## src/rtl/ga_pkg.sv

```systemverilog
// Shared GA datapath types: fitness width, selection mode and tournament FSM states.
package ga_pkg;

  localparam int FIT_W_DEFAULT = 27;

  typedef logic [FIT_W_DEFAULT-1:0] fitness_t;

  typedef enum logic {SEL_MIN = 1'b0, SEL_MAX = 1'b1} sel_mode_e;

  typedef enum logic {COLLECT = 1'b0, RESULT = 1'b1} tsel_state_e;

  function automatic sel_mode_e to_sel_mode(input logic maximize);
    return maximize ? SEL_MAX : SEL_MIN;
  endfunction

endpackage

```

## src/rtl/fitness_better.sv

```systemverilog
// Better-or-equal fitness comparator; ties favour the candidate so later arrivals win.
module fitness_better
  import ga_pkg::*;
#(
  parameter int FIT_W = FIT_W_DEFAULT
) (
  input  logic [FIT_W-1:0] cand,
  input  logic [FIT_W-1:0] best,
  input  sel_mode_e        mode,
  output logic             take
);

  // unsigned magnitude compare in the direction chosen by mode
  always_comb begin
    take = 1'b0;
    if (mode == SEL_MAX) begin
      take = (cand >= best);
    end else begin
      take = (cand <= best);
    end
  end

endmodule

```

## src/rtl/tournament_selector.sv

```systemverilog
// Streaming tournament selection: keeps a running best over TOUR_SIZE candidates
// and presents the winner on a valid/ready result port.
module tournament_selector
  import ga_pkg::*;
#(
  parameter int FIT_W     = FIT_W_DEFAULT,
  parameter int IDX_W     = 8,
  parameter int TOUR_SIZE = 4
) (
  input  logic                         clk,
  input  logic                         rst_n,
  input  logic                         flush,
  input  logic                         maximize,
  input  logic                         cand_valid,
  output logic                         cand_ready,
  input  logic [IDX_W-1:0]             cand_idx,
  input  logic [FIT_W-1:0]             cand_fit,
  output logic                         win_valid,
  input  logic                         win_ready,
  output logic [IDX_W-1:0]             win_idx,
  output logic [FIT_W-1:0]             win_fit,
  output logic [$clog2(TOUR_SIZE)-1:0] win_pos
);

  localparam int CNT_W = $clog2(TOUR_SIZE);
  localparam logic [CNT_W-1:0] LAST_CNT = CNT_W'(TOUR_SIZE - 1);

  if (TOUR_SIZE < 2 || TOUR_SIZE > 64) begin : g_bad_tour_size
    $error("tournament_selector: TOUR_SIZE must be in 2..64");
  end

  tsel_state_e      state_r;
  sel_mode_e        mode_r;
  logic [CNT_W-1:0] count_r;
  logic [IDX_W-1:0] best_idx_r;
  logic [FIT_W-1:0] best_fit_r;
  logic [CNT_W-1:0] best_pos_r;
  logic             win_valid_r;
  logic             take_s;

  fitness_better #(.FIT_W(FIT_W)) u_better (
    .cand (cand_fit),
    .best (best_fit_r),
    .mode (mode_r),
    .take (take_s)
  );

  assign cand_ready = (state_r == COLLECT);
  assign win_valid  = win_valid_r;
  assign win_idx    = best_idx_r;
  assign win_fit    = best_fit_r;
  assign win_pos    = best_pos_r;

  // tournament FSM, candidate counter and running-best registers
  always_ff @(posedge clk or negedge rst_n) begin
    if (!rst_n) begin
      state_r     <= COLLECT;
      mode_r      <= SEL_MIN;
      count_r     <= {CNT_W{1'b0}};
      best_idx_r  <= {IDX_W{1'b0}};
      best_fit_r  <= {FIT_W{1'b0}};
      best_pos_r  <= {CNT_W{1'b0}};
      win_valid_r <= 1'b0;
    end else if (flush) begin
      state_r     <= COLLECT;
      count_r     <= {CNT_W{1'b0}};
      win_valid_r <= 1'b0;
    end else begin
      case (state_r)
        COLLECT: begin
          if (cand_valid) begin
            // the first accept seeds the best and fixes the mode for this tournament
            if (count_r == {CNT_W{1'b0}}) begin
              best_idx_r <= cand_idx;
              best_fit_r <= cand_fit;
              best_pos_r <= {CNT_W{1'b0}};
              mode_r     <= to_sel_mode(maximize);
            end else if (take_s) begin
              best_idx_r <= cand_idx;
              best_fit_r <= cand_fit;
              best_pos_r <= count_r;
            end
            if (count_r == LAST_CNT) begin
              state_r     <= RESULT;
              count_r     <= {CNT_W{1'b0}};
              win_valid_r <= 1'b1;
            end else begin
              count_r <= count_r + CNT_W'(1);
            end
          end
        end
        RESULT: begin
          if (win_ready) begin
            state_r     <= COLLECT;
            win_valid_r <= 1'b0;
          end
        end
        default: begin
          state_r     <= COLLECT;
          count_r     <= {CNT_W{1'b0}};
          win_valid_r <= 1'b0;
        end
      endcase
    end
  end

endmodule

```

## config.mk

```make
export PLATFORM = sky130hd
export DESIGN_NAME = tournament_selector
export DESIGN_NICKNAME = d
export VERILOG_FILES = /design/src/rtl/ga_pkg.sv /design/src/rtl/fitness_better.sv /design/src/rtl/tournament_selector.sv
export SDC_FILE = /design/constraint.sdc
export NUM_CORES = 1
export LEC_CHECK = 0
export ABC_AREA = 1
export CORE_MARGIN = 4
export CORE_UTILIZATION = 51
export DETAILED_ROUTE_END_ITERATION = 16
export PLACE_DENSITY_LB_ADDON = 0.3
export SLEW_MARGIN = 20
export SYNTH_ARGS = -nofsm -noshare
export SYNTH_HDL_FRONTEND = slang
export SYNTH_HIERARCHICAL = 1
export SYNTH_SLANG_ARGS = --single-unit
```

## constraint.sdc

```tcl
create_clock -name clk -period 3.2 [get_ports clk]
set_clock_uncertainty 0.1 [all_clocks]
set_input_delay 0.32 -clock clk [delete_from_list [all_inputs] [get_ports clk]]
set_output_delay 0.32 -clock clk [all_outputs]
set_load 0.01 [all_outputs]
```

==> flow_metrics.env <==
export IMPL_setup_ws_ns=0.6926
export IMPL_wl_um=6663
export IMPL_fp_dieW_um=80.15
export IMPL_synth_fp_nets=410
export IMPL_ctsHtreeMaxLevel=2
export IMPL_max_clock_path_buffers=2
export IMPL_vias_per_cell=5.198
export IMPL_clock_fmax_ghz=0.3988
export IMPL_cp_endpoint="win_fit[18]$_DFFE_PN0P_"
export IMPL_grt_overflow_total=0
export IMPL_synth_seq_cells=42
export IMPL_num_antenna_cells=0
export IMPL_clk_pin_slew_ns=0.08
export IMPL_place_ws_ns=0.4005
export IMPL_cp_arrival_ns=2.60
export IMPL_drc=0
export IMPL_synth_seq_area_share=0.3959
export IMPL_swShare=0.3419
export IMPL_post_cts_buffers=0
export IMPL_gp_congestion=0.8270
export IMPL_setup_viol=0
export IMPL_status="finished clean"
export IMPL_ir_drop_v=0.0003045
export IMPL_stdcell_area_mm2=0.003608
export IMPL_reg2reg_from="win_fit[18]$_DFFE_PN0P_"
export IMPL_ff2ff_setup_slack_ns=0.76
export IMPL_rsz0062_at_grt="false"
export IMPL_synth_area_mm2=0.002655
export IMPL_synth_area_per_cell_um2=7.809
export IMPL_rr_worst_depth=15
export IMPL_drtIter0Drc=193
export IMPL_fin_crit_sh=0.7835
export IMPL_grt_total_usage=0.2185
export IMPL_root_buffer="clkbuf_8"
export IMPL_critical_path_startpoint="cand_fit[6]"
export IMPL_die_area_mm2=0.006424
export IMPL_drive_gt1_frac=0.05742
export IMPL_timing_rr_end="win_fit[18]$_DFFE_PN0P_"
export IMPL_start_util=0.5441
export IMPL_io_buffers=79
export IMPL_ys_types=23
export IMPL_syn_inst=340
export IMPL_cp_max_fo=37
export IMPL_grt_pass1_wl_um=11110
export IMPL_cts_buffers=5
export IMPL_pin_count=80
export IMPL_cts_hold_buf=0
export IMPL_min_period_ns=2.507
export IMPL_core_mm2=0.004880
export IMPL_required_ns=3.29
export IMPL_rows=25
export IMPL_wl_per_cell_um=13.74
export IMPL_p_per_area_mw_per_mm2=577.1
export IMPL_tns_ns=0
export IMPL_fp_dieH_um=80.15
export IMPL_drv_slew=0
export IMPL_slew_headroom=0.3651
export IMPL_final_hold_viol_count=0
export IMPL_total_leakage_power_uw=0.001868
export IMPL_cp_end_kind="flop"
export IMPL_cts_sinks=42
export IMPL_syn_to_final_growth_pct=35.91
export IMPL_clkPwrFrac=0.243
export IMPL_seqPwrFrac=0.353
export IMPL_grt_max_degree=43
export IMPL_final_common_cell="nand2_1"
export IMPL_intPower_uw=1371
export IMPL_placed_area_mm2=0.003471
export IMPL_power_frac_comb=0.404
export IMPL_worst_setup_path_start_kind="input port"
export IMPL_cts_resized=0
export IMPL_tightestPinTransition_ns=0.9524
export IMPL_first_global_vias=2415
export IMPL_vias=2521
export IMPL_p_switching_uw=712.0
export IMPL_nets=487
export IMPL_first_pass_iters=4
export IMPL_hpwl_um=4847
export IMPL_fin_util=0.7395
export IMPL_critical_path_class="in2reg"
export IMPL_antenna_found_initial=0
export IMPL_cts_tree="yes"
export IMPL_hold_path_class="in2async"
export IMPL_maxCapViolations=0
export IMPL_final_cell_mix="119 x nand2_1, 78 x clkdlybuf4s50_1, 49 x inv_1"
export IMPL_finalPower_uw=2083
export IMPL_clk_latency_ns=0.30
export IMPL_ant_nets=0
export IMPL_ys_warn_count=6
==> kinds of logic after synthesis <==
family                     Yosys count  synth area share
DFF                                 42            0.3959
and+or+nand+nor                    191            0.3313
AOI/OAI and AO/OA                   15           0.03393
buffers and inverters               63            0.1023
adders and majority gates           29            0.1367
==> cell usage after synthesis, drive strengths merged <==
master  count  share of area
nand2     121           0.17
a21oi       9          0.018
nand4      39          0.092
nor3        1         0.0019
inv        50          0.071
o21ai       2         0.0038
a21o        3         0.0090
nor4        1         0.0024
dfrtp      42           0.40
nand3      13          0.033
o31ai       1         0.0028
nor2       16          0.029
ha         29           0.14
buf        13          0.032
==> critical path, cell delays in order <==
cell	delay, ns
clkdlybuf4s50_1	0.45
ha_1	0.33
nand2_1	0.06
inv_1	0.07
nand3_1	0.11
nor2_1	0.10
nand2_1	0.05
nand3_1	0.06
nand2_1	0.07
nand2_1	0.07
nand2_1	0.06
nand3_2	0.07
inv_1	0.05
nand2_2	0.09
nand3_4	0.35
nand2_1	0.20
nand2_1	0.08
==> power groups by stage <==
| stage | clock network (uW) | logic (uW) | registers, uW |
|---|---|---|---|
| after detailed placement | 0 | 842 | 743 |
| after global routing | 537 | 940 | 751 |
| after CTS | 516 | 847 | 735 |
| final | 506 | 841 | 735 |
| after floorplan | 0 | 406 | 782 |
| after global placement | 0 | 815 | 740 |
==> registers in the layout (all words and copies together) (netlist names) <==
| register | flops |
|---|---|
| win_fit | 27 |
| win_valid | 1 |
| mode_r | 1 |
| win_pos | 2 |
| state_r | 1 |
| win_idx | 8 |
| count_r | 2 |
==> layout make-up <==
cell class | count | area (um2)
clock buffer | 5 | 68.82
clock inverter | 3 | 68.82
fill | 392 | 1271
inverter | 50 | 187.7
multi-input combinational | 235 | 1333
sequential | 42 | 1051
tap | 67 | 83.83
timing repair buffer | 83 | 815.8
==> layer usage <==
layer / track usage / share of wire
met1: 0.2838 / 0.45
met2: 0.3626 / 0.49
met5: 0 / 0
met3: 0.04260 / 0.049
met4: 0.07432 / 0.012
==> worst min-delay path by stage <==
stage                             end  depth (start not counted)
2_1_floorplan  count_r[0]$_DFFE_PN0P_                          0
3_3_place_gp   win_idx[5]$_DFFE_PN0P_                          2
3_5_place_dp   win_idx[4]$_DFFE_PN0P_                          2
4_1_cts        win_fit[6]$_DFFE_PN0P_                          1
5_1_grt        win_idx[1]$_DFFE_PN0P_                          1
6_report       win_idx[1]$_DFFE_PN0P_                          1
==> per-stage QoR <==
step / hold WS [ns] / std cells
after CTS: 0.08125 / 485
after global placement: 0.3532 / 477
after detailed placement: 0.3584 / 477
final: 0.06199 / 485
after global routing: 0.1312 / 485
after floorplan: -0.07559 / 340
Power figures use the tool's default switching activity.
